## src/rtl/dcache_pkg.sv

```systemverilog
// Shared constants, FSM state encoding and line-address helper for the dcache
// memory-bus bridge.
package dcache_pkg;

  localparam int DATA_WIDTH      = 32;
  localparam int RV32_ADDR_WIDTH = 32;
  localparam int LINE_BEATS      = 4;
  localparam int LINE_W          = LINE_BEATS * DATA_WIDTH;

  localparam logic [RV32_ADDR_WIDTH-1:0] LINE_OFFSET_MASK = 32'h0000_000F;

  typedef enum logic [1:0] {
    IDLE,
    WR,
    RD_ISSUE,
    RD_DRAIN
  } state_e;

  function automatic logic [RV32_ADDR_WIDTH-1:0] line_base(
    input logic [RV32_ADDR_WIDTH-1:0] addr
  );
    return addr & ~LINE_OFFSET_MASK;
  endfunction

endpackage

```

## src/rtl/dcache_wb_buf.sv

```systemverilog
// Single-entry write-back buffer: holds one dirty victim line and its base
// address, and serves one 32-bit word per beat.
module dcache_wb_buf
  import dcache_pkg::*;
(
  input  logic                       clk,
  input  logic                       rst,
  input  logic                       cap_en,
  input  logic [RV32_ADDR_WIDTH-1:0] cap_addr,
  input  logic [LINE_W-1:0]          cap_data,
  input  logic                       clr,
  input  logic [1:0]                 beat_sel,
  output logic                       valid,
  output logic [RV32_ADDR_WIDTH-1:0] base,
  output logic [DATA_WIDTH-1:0]      word
);

  logic [LINE_W-1:0] line;

  always_ff @(posedge clk or posedge rst) begin
    if (rst) begin
      valid <= 1'b0;
    end else if (clr) begin
      valid <= 1'b0;
    end else if (cap_en) begin
      valid <= 1'b1;
    end
  end

  // Payload is only meaningful while valid, so it carries no reset.
  always_ff @(posedge clk) begin
    if (cap_en) begin
      base <= line_base(cap_addr);
      line <= cap_data;
    end
  end

  assign word = line[{beat_sel, 5'd0} +: DATA_WIDTH];

endmodule

```

## src/rtl/dcache_ram_if.sv

```systemverilog
// Bridges dcache line refills and dirty write-backs onto a single-beat
// request/grant memory bus; write-backs always drain before a refill is taken.
module dcache_ram_if
  import dcache_pkg::*;
#(
  parameter int LINE_BEATS = dcache_pkg::LINE_BEATS,
  parameter int MEM_ADDR_W = dcache_pkg::RV32_ADDR_WIDTH
) (
  input  logic                       clk,
  input  logic                       rst,
  input  logic                       ram_rd_req_i,
  input  logic [RV32_ADDR_WIDTH-1:0] ram_rd_addr_i,
  output logic                       ram_rd_rdy_o,
  output logic [DATA_WIDTH-1:0]      ram_rd_data_o,
  output logic [2:0]                 ram_rd_num_o,
  output logic                       ram_wr_rdy_o,
  input  logic                       ram_wr_req_i,
  input  logic [RV32_ADDR_WIDTH-1:0] ram_wr_addr_i,
  input  logic [LINE_W-1:0]          ram_wr_data_i,
  input  logic                       ram_dirty_i,
  output logic                       mem_req_o,
  output logic                       mem_we_o,
  output logic [MEM_ADDR_W-1:0]      mem_addr_o,
  output logic [DATA_WIDTH-1:0]      mem_wdata_o,
  input  logic                       mem_gnt_i,
  input  logic                       mem_rvalid_i,
  input  logic [DATA_WIDTH-1:0]      mem_rdata_i
);

  localparam logic [1:0] LAST_BEAT = 2'(LINE_BEATS - 1);
  localparam logic [2:0] LAST_RET  = 3'(LINE_BEATS - 1);

  state_e                       state, state_nxt;
  logic [1:0]                   beat_cnt;
  logic [2:0]                   ret_cnt;
  logic [RV32_ADDR_WIDTH-1:0]   rd_base;
  logic                         buf_valid, buf_clr, wr_cap;
  logic [RV32_ADDR_WIDTH-1:0]   wb_base;
  logic [DATA_WIDTH-1:0]        wb_word;
  logic                         rd_acc, rd_ret;

  // Clean victims are consumed here without ever touching the buffer.
  assign wr_cap       = ram_wr_req_i & ram_dirty_i & ~buf_valid;
  assign ram_wr_rdy_o = ~buf_valid;
  assign rd_ret       = mem_rvalid_i & ((state == RD_ISSUE) | (state == RD_DRAIN));
  assign ram_rd_rdy_o = rd_acc & ~rst;

  dcache_wb_buf u_wb_buf (
    .clk      (clk),
    .rst      (rst),
    .cap_en   (wr_cap),
    .cap_addr (ram_wr_addr_i),
    .cap_data (ram_wr_data_i),
    .clr      (buf_clr),
    .beat_sel (beat_cnt),
    .valid    (buf_valid),
    .base     (wb_base),
    .word     (wb_word)
  );

  always_ff @(posedge clk or posedge rst) begin
    if (rst) begin
      state <= IDLE;
    end else begin
      state <= state_nxt;
    end
  end

  always_comb begin
    state_nxt   = state;
    rd_acc      = 1'b0;
    buf_clr     = 1'b0;
    mem_req_o   = 1'b0;
    mem_we_o    = 1'b0;
    mem_addr_o  = '0;
    mem_wdata_o = '0;
    case (state)
      IDLE: begin
        // A pending or just-arriving write-back wins so a refill never reads stale memory.
        if (buf_valid || wr_cap) begin
          state_nxt = WR;
        end else if (ram_rd_req_i) begin
          rd_acc    = 1'b1;
          state_nxt = RD_ISSUE;
        end
      end
      WR: begin
        mem_req_o   = 1'b1;
        mem_we_o    = 1'b1;
        mem_addr_o  = MEM_ADDR_W'(wb_base | 32'({beat_cnt, 2'b00}));
        mem_wdata_o = wb_word;
        if (mem_gnt_i && beat_cnt == LAST_BEAT) begin
          buf_clr   = 1'b1;
          state_nxt = IDLE;
        end
      end
      RD_ISSUE: begin
        mem_req_o  = 1'b1;
        mem_addr_o = MEM_ADDR_W'(rd_base | 32'({beat_cnt, 2'b00}));
        if (mem_gnt_i && beat_cnt == LAST_BEAT) begin
          state_nxt = (rd_ret && ret_cnt == LAST_RET) ? IDLE : RD_DRAIN;
        end
      end
      RD_DRAIN: begin
        if (rd_ret && ret_cnt == LAST_RET) begin
          state_nxt = IDLE;
        end
      end
      default: state_nxt = IDLE;
    endcase
  end

  // Beat counter wraps back to 0 after the last grant of every transfer.
  always_ff @(posedge clk or posedge rst) begin
    if (rst) begin
      beat_cnt      <= '0;
      ret_cnt       <= '0;
      ram_rd_num_o  <= '0;
      ram_rd_data_o <= '0;
    end else begin
      if (mem_req_o && mem_gnt_i) begin
        beat_cnt <= beat_cnt + 2'd1;
      end
      if (rd_acc) begin
        ret_cnt <= '0;
      end else if (rd_ret) begin
        ret_cnt <= ret_cnt + 3'd1;
      end
      ram_rd_num_o  <= rd_ret ? (ret_cnt + 3'd1) : 3'd0;
      ram_rd_data_o <= rd_ret ? mem_rdata_i : '0;
    end
  end

  always_ff @(posedge clk) begin
    if (rd_acc) begin
      rd_base <= line_base(ram_rd_addr_i);
    end
  end

endmodule

```

## config.mk

```make
export PLATFORM = sky130hd
export DESIGN_NAME = dcache_ram_if
export DESIGN_NICKNAME = d
export VERILOG_FILES = /design/src/rtl/dcache_pkg.sv /design/src/rtl/dcache_wb_buf.sv /design/src/rtl/dcache_ram_if.sv
export SDC_FILE = /design/constraint.sdc
export NUM_CORES = 1
export LEC_CHECK = 0
export BUFFER_PORTS_ARGS = -buffer_cell sky130_fd_sc_hd__buf_2
export CORE_ASPECT_RATIO = 0.6
export CORE_MARGIN = 4
export CORE_UTILIZATION = 45
export CTS_BUF_LIST = sky130_fd_sc_hd__clkbuf_16
export DETAILED_ROUTE_END_ITERATION = 12
export GPL_TIMING_DRIVEN = 0
export PLACE_DENSITY = 0.75
export SLEW_MARGIN = 20
export SYNTH_ARGS = -nofsm -noshare
export SYNTH_HDL_FRONTEND = slang
export SYNTH_HIERARCHICAL = 1
export SYNTH_SLANG_ARGS = --single-unit
```

## constraint.sdc

```tcl
create_clock -name clk -period 12.55 [get_ports clk]
set_input_delay 1.255 -clock clk [delete_from_list [all_inputs] [get_ports clk]]
set_output_delay 1.255 -clock clk [all_outputs]
set_load 0.02 [all_outputs]
```

==> flow_summary.html, run 1 <==
<table>
<tr><th>Metric</th><th>Value</th></tr>
<tr><th colspan="2">Power</th></tr>
<tr><td>Pwr Density</td><td>210 mW/mm^2</td></tr>
<tr><td>Peak ir drop on the vdd network</td><td>0.000116 V</td></tr>
<tr><td>P_leak</td><td>4.91 nW</td></tr>
<tr><th colspan="2">Cells and area</th></tr>
<tr><td>Number of standard cells in the final layout excluding fillers</td><td>1084</td></tr>
<tr><td>Post-layout util</td><td>0.606</td></tr>
<tr><td>Number of nets in the layout</td><td>1060</td></tr>
<tr><td>Non-Filler Cell Area, Final</td><td>0.0115 mm^2</td></tr>
<tr><td>Share of post-route cells with drive strength above 1</td><td>0.498</td></tr>
<tr><td>Synth-to-Final Area Change</td><td>32.1%</td></tr>
<tr><td>Fillcell total</td><td>1442</td></tr>
<tr><th colspan="2">STA</th></tr>
<tr><td>Final-report hold violation count</td><td>0</td></tr>
<tr><td>Highest achievable clock rate</td><td>0.254 GHz</td></tr>
<tr><td>Transition at the pin with the smallest max-transition slack</td><td>795 ps</td></tr>
<tr><td>Setup total negative slack</td><td>0 ps</td></tr>
<tr><td>Setup Viol. Count Final</td><td>0</td></tr>
<tr><td>Relative slew margins</td><td>0.470</td></tr>
<tr><td>Minimum clock period</td><td>3940 ps</td></tr>
<tr><td>Final period utilization</td><td>0.314</td></tr>
<tr><td>Hold_ws</td><td>503 ps</td></tr>
<tr><td>Clk_skew</td><td>8.67 ps</td></tr>
<tr><td>Pins Over Slew Limit</td><td>0</td></tr>
<tr><td>RSZ-0062 raised after global routing</td><td>false</td></tr>
<tr><th colspan="2">Synth</th></tr>
<tr><td>Share of the synthesized area in the top cell type</td><td>0.635</td></tr>
<tr><td>Synthesized area</td><td>0.00870 mm^2</td></tr>
<tr><td>Synthesized instance count</td><td>465</td></tr>
<tr><td>Number of distinct standard cells referenced by the synthesized netlist</td><td>31</td></tr>
<tr><td>Cell types occupying the most area after synthesis</td><td>sky130_fd_sc_hd__edfxtp_1, sky130_fd_sc_hd__dfrtp_1, sky130_fd_sc_hd__mux4_2, sky130_fd_sc_hd__and2_1, sky130_fd_sc_hd__a22oi_1</td></tr>
<tr><td>Post-synth EDFFs</td><td>184</td></tr>
<tr><td>Mean Syn Cell Area</td><td>18.7 um^2</td></tr>
<tr><td>Async SR Flop Fraction</td><td>0.189</td></tr>
<tr><td>Post-synth top flop</td><td>sky130_fd_sc_hd__edfxtp_1</td></tr>
<tr><td>Cell type contributing the most total cell area after synthesis</td><td>sky130_fd_sc_hd__edfxtp_1</td></tr>
<tr><td>Share of synthesized area spent on multiplexers</td><td>0.0862</td></tr>
<tr><td>Area share of and/or/nand/nor cells after synthesis</td><td>0.0768</td></tr>
<tr><td>Main combinational cell family by area after synthesis</td><td>multiplexers</td></tr>
<tr><td>Synth Area in Compound Gates</td><td>0.0383</td></tr>
<tr><td>Synth Register Bits</td><td>227</td></tr>
<tr><td>Most common cell in the netlist</td><td>sky130_fd_sc_hd__edfxtp_1</td></tr>
<tr><td>Commonest cells in the netlist</td><td>sky130_fd_sc_hd__edfxtp_1, sky130_fd_sc_hd__and2_1, sky130_fd_sc_hd__dfrtp_1</td></tr>
<tr><td>Yosys warnings</td><td>6</td></tr>
<tr><td>Fraction of the mapped netlist area in adder cells</td><td>0.0101</td></tr>
<tr><td>Register area share after synthesis</td><td>0.759</td></tr>
<tr><td>Fraction of synthesized cell area in xor and xnor cells</td><td>0.00201</td></tr>
<tr><th colspan="2">Place</th></tr>
<tr><td>Placed cell count</td><td>1045</td></tr>
<tr><td>GPL Wtd Cong</td><td>0.761</td></tr>
<tr><td>Count of input and output buffers</td><td>323</td></tr>
<tr><td>Total cell area at the placement stage</td><td>0.0108 mm^2</td></tr>
<tr><td>Detail Placement HPWL</td><td>15500 um</td></tr>
<tr><th colspan="2">Floorplan</th></tr>
<tr><td>Core Area</td><td>0.0190 mm^2</td></tr>
<tr><td>Initial core utilization</td><td>0.458</td></tr>
<tr><td>Chip width</td><td>187 um</td></tr>
<tr><td>Die outline area</td><td>0.0217 mm^2</td></tr>
<tr><td>Die height</td><td>116 um</td></tr>
<tr><td>I/O Pins</td><td>334</td></tr>
<tr><td>Number of placement rows</td><td>39</td></tr>
<tr><th colspan="2">Critical path</th></tr>
<tr><td>Data required time of the critical path</td><td>11300 ps</td></tr>
<tr><td>CP Launch Type</td><td>input pin</td></tr>
<tr><td>Worst path arrival time</td><td>2690 ps</td></tr>
<tr><td>Setup Crit Path Kind</td><td>in -&gt; out</td></tr>
<tr><td>Endpoint type of the worst setup path</td><td>primary output</td></tr>
<tr><td>Maximum fanout along the worst path</td><td>32</td></tr>
<tr><th colspan="2">Global routing</th></tr>
<tr><td>First-pass GRT wire length</td><td>30600 um</td></tr>
<tr><td>Gr usage total</td><td>0.182</td></tr>
<tr><td>Vias in the first global route</td><td>5475</td></tr>
<tr><td>Gr ovfl total</td><td>0</td></tr>
<tr><td>Largest net degree at the start of global routing</td><td>33</td></tr>
<tr><td>Initial antenna violation count</td><td>5</td></tr>
<tr><th colspan="2">Clock network</th></tr>
<tr><td>Clock sink total</td><td>227</td></tr>
<tr><td>PostCTS Resize Cnt</td><td>0</td></tr>
<tr><td>CTS H-Tree Depth</td><td>1</td></tr>
<tr><td>Clock transition at the register clock pins on the worst setup and hold paths after CTS</td><td>60 ps</td></tr>
<tr><td>Root buffer cell</td><td>sky130_fd_sc_hd__clkbuf_16</td></tr>
<tr><td>CTS tree</td><td>yes</td></tr>
<tr><td>Setup fix buffers added after clock tree synthesis</td><td>0</td></tr>
<tr><td>Source-to-sink clock delay at the later pin of the worst-skew pair</td><td>490 ps</td></tr>
<tr><td>Number of buffers inserted during clock tree synthesis</td><td>21</td></tr>
<tr><td>Number of buffers on the longest clock path</td><td>3</td></tr>
<tr><td>Number of hold buffers added after cts</td><td>0</td></tr>
<tr><th colspan="2">Hold path</th></tr>
<tr><td>Class of the worst hold path</td><td>reg -&gt; reg</td></tr>
<tr><th colspan="2">Detailed routing</th></tr>
<tr><td>Initial DRC count</td><td>319</td></tr>
<tr><td>Via count</td><td>5310</td></tr>
<tr><td>Wire length reported by the detailed router</td><td>20600 um</td></tr>
<tr><td>DR WL/cell</td><td>19.0 um</td></tr>
<tr><td>Number of vias per cell after detailed routing</td><td>4.90</td></tr>
<tr><td>Final antenna-violating net count</td><td>0</td></tr>
<tr><td>Number of iterations in the first detailed-routing pass</td><td>4</td></tr>
<tr><td>Remaining design rule violation count</td><td>0</td></tr>
<tr><th colspan="2">Job</th></tr>
<tr><td>Max-cap viol count</td><td>0</td></tr>
<tr><th colspan="2">Outcome</th></tr>
<tr><td>Outcome</td><td>complete, no violations</td></tr>
</table>
[logic make-up after synthesis]
logic type / Yosys count
muxes: 34
and+or+nand+nor: 112
adders and majority gates: 7
xor gates and xnor gates: 2
AOI/OAI and AO/OA: 44
DFF: 227
buffers and inverters: 38
other: 1
[registers in the layout (all words and copies together) (netlist names)]
name	flops
u_wb_buf/valid	1
beat_cnt	2
ret_cnt	3
u_wb_buf/line	128
u_wb_buf/base	28
rd_base	28
ram_rd_num_o	3
state	2
ram_rd_data_o	32
[area by class of cell]
cell class,instances,area (um^2),share of cell area
Antenna cell,1,2.50,0.000218
Buffer,30,208,0.0181
Clock buffer,22,551,0.0479
Clock inverter,16,103,0.00893
Inverter,8,30.0,0.00261
Multi-Input combinational cell,203,1880,0.163
Sequential cell,227,6600,0.574
Tap cell,246,308,0.0268
Timing Repair Buffer,331,1810,0.158
[critical path, stage by stage]
cell and delay, ps:
sky130_fd_sc_hd__buf_2 100, sky130_fd_sc_hd__nand2_1 150, sky130_fd_sc_hd__and3_1 170, sky130_fd_sc_hd__buf_2 620, sky130_fd_sc_hd__and2_1 220, sky130_fd_sc_hd__buf_2 160
[power by group]
part,total [W],switching (W),internal [W]
Sequential,0.000943,0.0000326,0.000910
Clock,0.000600,0.000262,0.000338
Combinational,0.000872,0.000498,0.000374
Total,0.00241,0.000792,0.00162
[through the flow]
step | total power, W | worst slack (ps)
CTS | 0.00245 | 8600
detailed placement | 0.00184 | 8610
finish | 0.00241 | 8610
global route | 0.00255 | 8460
global placement | 0.00183 | 1180
floorplan | 0.00155 | 4030
[layout by cell type, fill, tap and decap left out, types with 4 or more instances in the layout]
cell,n
sky130_fd_sc_hd__mux4_2,30
sky130_fd_sc_hd__inv_1,15
sky130_fd_sc_hd__clkbuf_16,22
sky130_fd_sc_hd__ha_1,7
sky130_fd_sc_hd__conb_1,4
sky130_fd_sc_hd__and2_1,67
sky130_fd_sc_hd__nor2b_1,30
sky130_fd_sc_hd__buf_12,6
sky130_fd_sc_hd__a22oi_1,31
sky130_fd_sc_hd__buf_4,4
sky130_fd_sc_hd__buf_2,333
sky130_fd_sc_hd__edfxtp_1,184
sky130_fd_sc_hd__nor2_1,5
sky130_fd_sc_hd__nand2_1,7
sky130_fd_sc_hd__clkbuf_1,8
sky130_fd_sc_hd__dfrtp_1,43
sky130_fd_sc_hd__buf_16,5
[per-layer routing]
layer,track usage,up-vias,routed length [um]
met5,0,-,66
met4,0.0318,10,341
met1,0.248,2583,8550
li1,-,2464,-
met3,0.0629,33,2010
met2,0.294,220,9660
[path summary, 6_finish.rpt]
check / startpoint / end / slack (ps) / cells after the start
max: ram_wr_req_i / ram_rd_rdy_o / 8610 / 6
min: ret_cnt[0]$_DFFE_PP0P_ / ram_rd_num_o[0]$_DFF_PP0_ / 500 / 1
max reg2reg: state[1]$_DFFE_PP0P_ / rd_base[17]$_DFFE_PP_ / 10440 / 5
min reg2reg: ret_cnt[0]$_DFFE_PP0P_ / ram_rd_num_o[0]$_DFF_PP0_ / 500 / 1
max in group asynchronous: rst / ram_rd_data_o[1]$_DFF_PP0_ / 11390 / 3
min in group asynchronous: rst / u_wb_buf/valid$_DFFE_PP0P_ / 620 / 2
No activity file was read; power rests on OpenSTA's default activity.
==> inputs of run 2 (changes only) <==
--- a/config.mk
+++ b/config.mk
@@ -5,6 +5,7 @@
 export SDC_FILE = /design/constraint.sdc
 export NUM_CORES = 1
 export LEC_CHECK = 0
+export ABC_AREA = 1
 export BUFFER_PORTS_ARGS = -buffer_cell sky130_fd_sc_hd__buf_2
 export CORE_ASPECT_RATIO = 0.6
 export CORE_MARGIN = 4
@@ -12,7 +13,7 @@
 export CTS_BUF_LIST = sky130_fd_sc_hd__clkbuf_16
 export DETAILED_ROUTE_END_ITERATION = 12
 export GPL_TIMING_DRIVEN = 0
-export PLACE_DENSITY = 0.75
+export PLACE_DENSITY = 0.77
 export SLEW_MARGIN = 20
 export SYNTH_ARGS = -nofsm -noshare
 export SYNTH_HDL_FRONTEND = slang
==> constraint.sdc (replaced) <==
create_clock -name clk -period 3.6 [get_ports clk]
set_input_delay 0.36 -clock clk [delete_from_list [all_inputs] [get_ports clk]]
set_output_delay 0.36 -clock clk [all_outputs]
set_load 0.02 [all_outputs]
==> flow_summary.html, run 2 <==
<table>
<tr><th>Metric</th><th>Value</th></tr>
<tr><th colspan="2">STA</th></tr>
<tr><td>Transition at the pin with the smallest max-transition slack</td><td>539 ps</td></tr>
<tr><td>Minimum clock period</td><td>2610 ps</td></tr>
<tr><td>Final-report hold violation count</td><td>0</td></tr>
<tr><td>RSZ-0062 raised after global routing</td><td>false</td></tr>
<tr><td>Hold_ws</td><td>25.3 ps</td></tr>
<tr><td>Relative slew margins</td><td>0.640</td></tr>
<tr><td>Pins Over Slew Limit</td><td>0</td></tr>
<tr><td>Clk_skew</td><td>22.0 ps</td></tr>
<tr><td>Highest achievable clock rate</td><td>0.383 GHz</td></tr>
<tr><td>Setup Viol. Count Final</td><td>0</td></tr>
<tr><td>Min setup slack post-route</td><td>991 ps</td></tr>
<tr><td>Final period utilization</td><td>0.725</td></tr>
<tr><th colspan="2">Critical path</th></tr>
<tr><td>Gate family responsible for the most delay along the worst path</td><td>buffers and inverters</td></tr>
<tr><td>Bufs and invs on worst path</td><td>4</td></tr>
<tr><td>Endpoint type of the worst setup path</td><td>primary output</td></tr>
<tr><td>Cell repeated most along the worst path</td><td>sky130_fd_sc_hd__buf_2</td></tr>
<tr><td>Slowest-stage cell, CP</td><td>sky130_fd_sc_hd__dfrtp_1</td></tr>
<tr><td>Maximum fanout along the worst path</td><td>10</td></tr>
<tr><td>Cell Chain, Critical Path</td><td>inv_1, ha_1, buf_2, buf_2, nand2_1, a21oi_1, buf_2</td></tr>
<tr><td>Data required time of the critical path</td><td>3240 ps</td></tr>
<tr><td>Slowest Stage Delay on Critical Path</td><td>420 ps</td></tr>
<tr><td>CP Launch Type</td><td>register</td></tr>
<tr><td>Setup Crit Path Kind</td><td>reg -&gt; out</td></tr>
<tr><td>Worst path arrival time</td><td>2250 ps</td></tr>
<tr><th colspan="2">Detailed routing</th></tr>
<tr><td>Via count</td><td>7217</td></tr>
<tr><td>Wire length reported by the detailed router</td><td>25000 um</td></tr>
<tr><td>Remaining design rule violation count</td><td>0</td></tr>
<tr><td>Final antenna-violating net count</td><td>0</td></tr>
<tr><td>Number of iterations in the first detailed-routing pass</td><td>5</td></tr>
<tr><td>DR WL/cell</td><td>16.0 um</td></tr>
<tr><td>Initial DRC count</td><td>481</td></tr>
<tr><td>Number of vias per cell after detailed routing</td><td>4.62</td></tr>
<tr><th colspan="2">Clock network</th></tr>
<tr><td>Number of buffers on the longest clock path</td><td>3</td></tr>
<tr><td>Root buffer cell</td><td>sky130_fd_sc_hd__clkbuf_16</td></tr>
<tr><td>Number of buffers inserted during clock tree synthesis</td><td>22</td></tr>
<tr><td>Setup fix buffers added after clock tree synthesis</td><td>0</td></tr>
<tr><td>Clock sink total</td><td>227</td></tr>
<tr><td>Source-to-sink clock delay at the later pin of the worst-skew pair</td><td>500 ps</td></tr>
<tr><td>CTS tree</td><td>yes</td></tr>
<tr><td>CTS H-Tree Depth</td><td>1</td></tr>
<tr><td>Clock transition at the register clock pins on the worst setup and hold paths after CTS</td><td>60 ps</td></tr>
<tr><th colspan="2">Global routing</th></tr>
<tr><td>Gr usage total</td><td>0.207</td></tr>
<tr><td>Gr ovfl total</td><td>0</td></tr>
<tr><td>Vias in the first global route</td><td>7142</td></tr>
<tr><td>Initial antenna violation count</td><td>3</td></tr>
<tr><td>First-pass GRT wire length</td><td>38300 um</td></tr>
<tr><td>Largest net degree at the start of global routing</td><td>37</td></tr>
<tr><th colspan="2">Cells and area</th></tr>
<tr><td>Share of post-route cells with drive strength above 1</td><td>0.314</td></tr>
<tr><td>Register with the most flip-flops</td><td>u_wb_buf/line</td></tr>
<tr><td>Biggest registers after layout</td><td>u_wb_buf/line (128), ram_rd_data_o (32)</td></tr>
<tr><td>Non-Filler Cell Area, Final</td><td>0.0124 mm^2</td></tr>
<tr><td>Number of nets in the layout</td><td>1508</td></tr>
<tr><td>Synth-to-Final Area Change</td><td>30.4%</td></tr>
<tr><td>Fillcell total</td><td>1661</td></tr>
<tr><td>Flip-flop count of the largest register, all copies and words added</td><td>128</td></tr>
<tr><td>Commonest non-fill, non-tap cell in the layout</td><td>sky130_fd_sc_hd__buf_2</td></tr>
<tr><td>Highest-count cells in the layout ignoring fill and taps</td><td>sky130_fd_sc_hd__buf_2, sky130_fd_sc_hd__nand2_1, sky130_fd_sc_hd__inv_1</td></tr>
<tr><th colspan="2">Place</th></tr>
<tr><td>Pre-CTS setup slack</td><td>1470 ps</td></tr>
<tr><td>Detail Placement HPWL</td><td>18700 um</td></tr>
<tr><td>Count of input and output buffers</td><td>323</td></tr>
<tr><td>Total cell area at the placement stage</td><td>0.0117 mm^2</td></tr>
<tr><td>GPL Wtd Cong</td><td>0.884</td></tr>
<tr><th colspan="2">Power</th></tr>
<tr><td>Peak ir drop on the vdd network</td><td>0.000366 V</td></tr>
<tr><td>P_leak</td><td>6.47 nW</td></tr>
<tr><td>Pwr Density</td><td>679 mW/mm^2</td></tr>
<tr><td>Total Power Consumption</td><td>0.00840 W</td></tr>
<tr><th colspan="2">Synth</th></tr>
<tr><td>Cell types occupying the most area after synthesis</td><td>sky130_fd_sc_hd__edfxtp_1, sky130_fd_sc_hd__dfrtp_1, sky130_fd_sc_hd__nand2_1, sky130_fd_sc_hd__inv_1, sky130_fd_sc_hd__nand3_1</td></tr>
<tr><td>Register area share after synthesis</td><td>0.696</td></tr>
<tr><td>Post-synth EDFFs</td><td>184</td></tr>
<tr><td>Cell type contributing the most total cell area after synthesis</td><td>sky130_fd_sc_hd__edfxtp_1</td></tr>
<tr><td>Number of distinct standard cells referenced by the synthesized netlist</td><td>23</td></tr>
<tr><td>Mean Syn Cell Area</td><td>10.4 um^2</td></tr>
<tr><td>Share of the synthesized area in the top cell type</td><td>0.583</td></tr>
<tr><td>Most common cell in the netlist</td><td>sky130_fd_sc_hd__nand2_1</td></tr>
<tr><td>Synthesized area</td><td>0.00949 mm^2</td></tr>
<tr><td>Synthesized instance count</td><td>908</td></tr>
<tr><td>Commonest cells in the netlist</td><td>sky130_fd_sc_hd__nand2_1, sky130_fd_sc_hd__inv_1, sky130_fd_sc_hd__edfxtp_1</td></tr>
<tr><td>Post-synth top flop</td><td>sky130_fd_sc_hd__edfxtp_1</td></tr>
<tr><td>Yosys warnings</td><td>6</td></tr>
<tr><td>Async SR Flop Fraction</td><td>0.189</td></tr>
<tr><td>Synth Register Bits</td><td>227</td></tr>
<tr><th colspan="2">Hold path</th></tr>
<tr><td>Class of the worst hold path</td><td>in -&gt; reg</td></tr>
<tr><th colspan="2">Floorplan</th></tr>
<tr><td>Chip width</td><td>195 um</td></tr>
<tr><td>Die outline area</td><td>0.0235 mm^2</td></tr>
<tr><td>Die height</td><td>120 um</td></tr>
<tr><td>Number of placement rows</td><td>40</td></tr>
<tr><td>Core Area</td><td>0.0204 mm^2</td></tr>
<tr><td>I/O Pins</td><td>334</td></tr>
<tr><td>Initial core utilization</td><td>0.466</td></tr>
<tr><th colspan="2">Job</th></tr>
<tr><td>Max-cap viol count</td><td>0</td></tr>
<tr><th colspan="2">Outcome</th></tr>
<tr><td>Outcome</td><td>complete, no violations</td></tr>
</table>
[run 2: cell types whose count changed in the layout (fill, tap and decap cells not counted), sizes merged, moves of 3 or more]
cell and delta:
clkbuf -8, a22oi -31, buf +19, a21boi -3, nor2 +36, and2 -67
dlygate4sd3 +3, nand3 +67, mux4 -32, nor2b -30, a21oi +32, inv +207
nand2 +264
[run 2: worst paths after layout]
kind | from | to | slack [ps] | depth (start not counted)
max reg2reg | state[1]$_DFFE_PP0P_ | rd_base[11]$_DFFE_PP_ | 1660 | 5
min reg2reg | ret_cnt[2]$_DFFE_PP0P_ | ret_cnt[2]$_DFFE_PP0P_ | 540 | 2
max in group asynchronous | rst | ram_rd_data_o[11]$_DFF_PP0_ | 2820 | 4
min in group asynchronous | rst | u_wb_buf/valid$_DFFE_PP0P_ | 290 | 3
min | ram_wr_addr_i[17] | u_wb_buf/base[17]$_DFFE_PP_ | 30 | 1
max | state[1]$_DFFE_PP0P_ | mem_addr_o[26] | 990 | 7
[run 2: routing by layer]
layer | vias up | share of wire | GRT usage
met5 | - | 0.00088 | 0
met4 | 4 | 0.016 | 0.0432
met3 | 34 | 0.092 | 0.0524
met2 | 309 | 0.50 | 0.353
met1 | 3342 | 0.39 | 0.273
li1 | 3528 | - | -
[run 2: logic make-up (layout without fill, tap and decap cells)]
group | count (synthesis) | count (layout) | synth area share
adders and majority gates | 7 | 7 | 0.00923
muxes | 1 | 1 | 0.00119
other | 1 | 7 | 0.000395
xor gates and xnor gates | 1 | 1 | 0.000924
DFF | 227 | 227 | 0.696
AOI/OAI and AO/OA | 36 | 36 | 0.0193
and+or+nand+nor | 384 | 384 | 0.162
buffers and inverters | 251 | 625 | 0.111
[run 2: repair_timing]
action | 4_1_cts | 5_1_grt
gates resized for setup | 0 | 0
hold buffers | 2 | 1
endpoints found under the hold margin | 8 | 1
[run 2: final cells by class]
cell class / instances / area, um^2 / area share
diodes: 3 / 7.51 / 0.000607
plain buffers: 40 / 264 / 0.0213
clock buffers: 22 / 551 / 0.0445
clock inverters: 17 / 85.1 / 0.00688
inverters: 211 / 792 / 0.0640
multi-input cells: 433 / 1850 / 0.150
flip-flops and latches: 227 / 6600 / 0.534
well taps: 273 / 342 / 0.0276
repair buffers: 335 / 1870 / 0.151
[run 2: worst reg2reg max path, cell delays in order, from the launching register on]
cell and delay [ps]:
sky130_fd_sc_hd__dfrtp_1 420, sky130_fd_sc_hd__inv_1 100, sky130_fd_sc_hd__ha_1 220, sky130_fd_sc_hd__nand3_1 210, sky130_fd_sc_hd__nor2_4 480, sky130_fd_sc_hd__buf_16 220
[run 2: per-stage QoR]
step	TNS [ps]	utilization	cells
final	0	0.607	1561
after global routing	0	0.607	1559
after CTS	0	0.606	1557
after detailed placement	0	0.574	1516
after global placement	-104570	0.563	1507
after floorplan	0	-	911
[run 2: power breakdown]
part	switching, W	internal [W]	leakage, nW
clock	0.000946	0.00112	0.351
combinational	0.00209	0.00102	3.86
sequential	0.0000927	0.00313	2.26
total	0.00313	0.00527	6.47
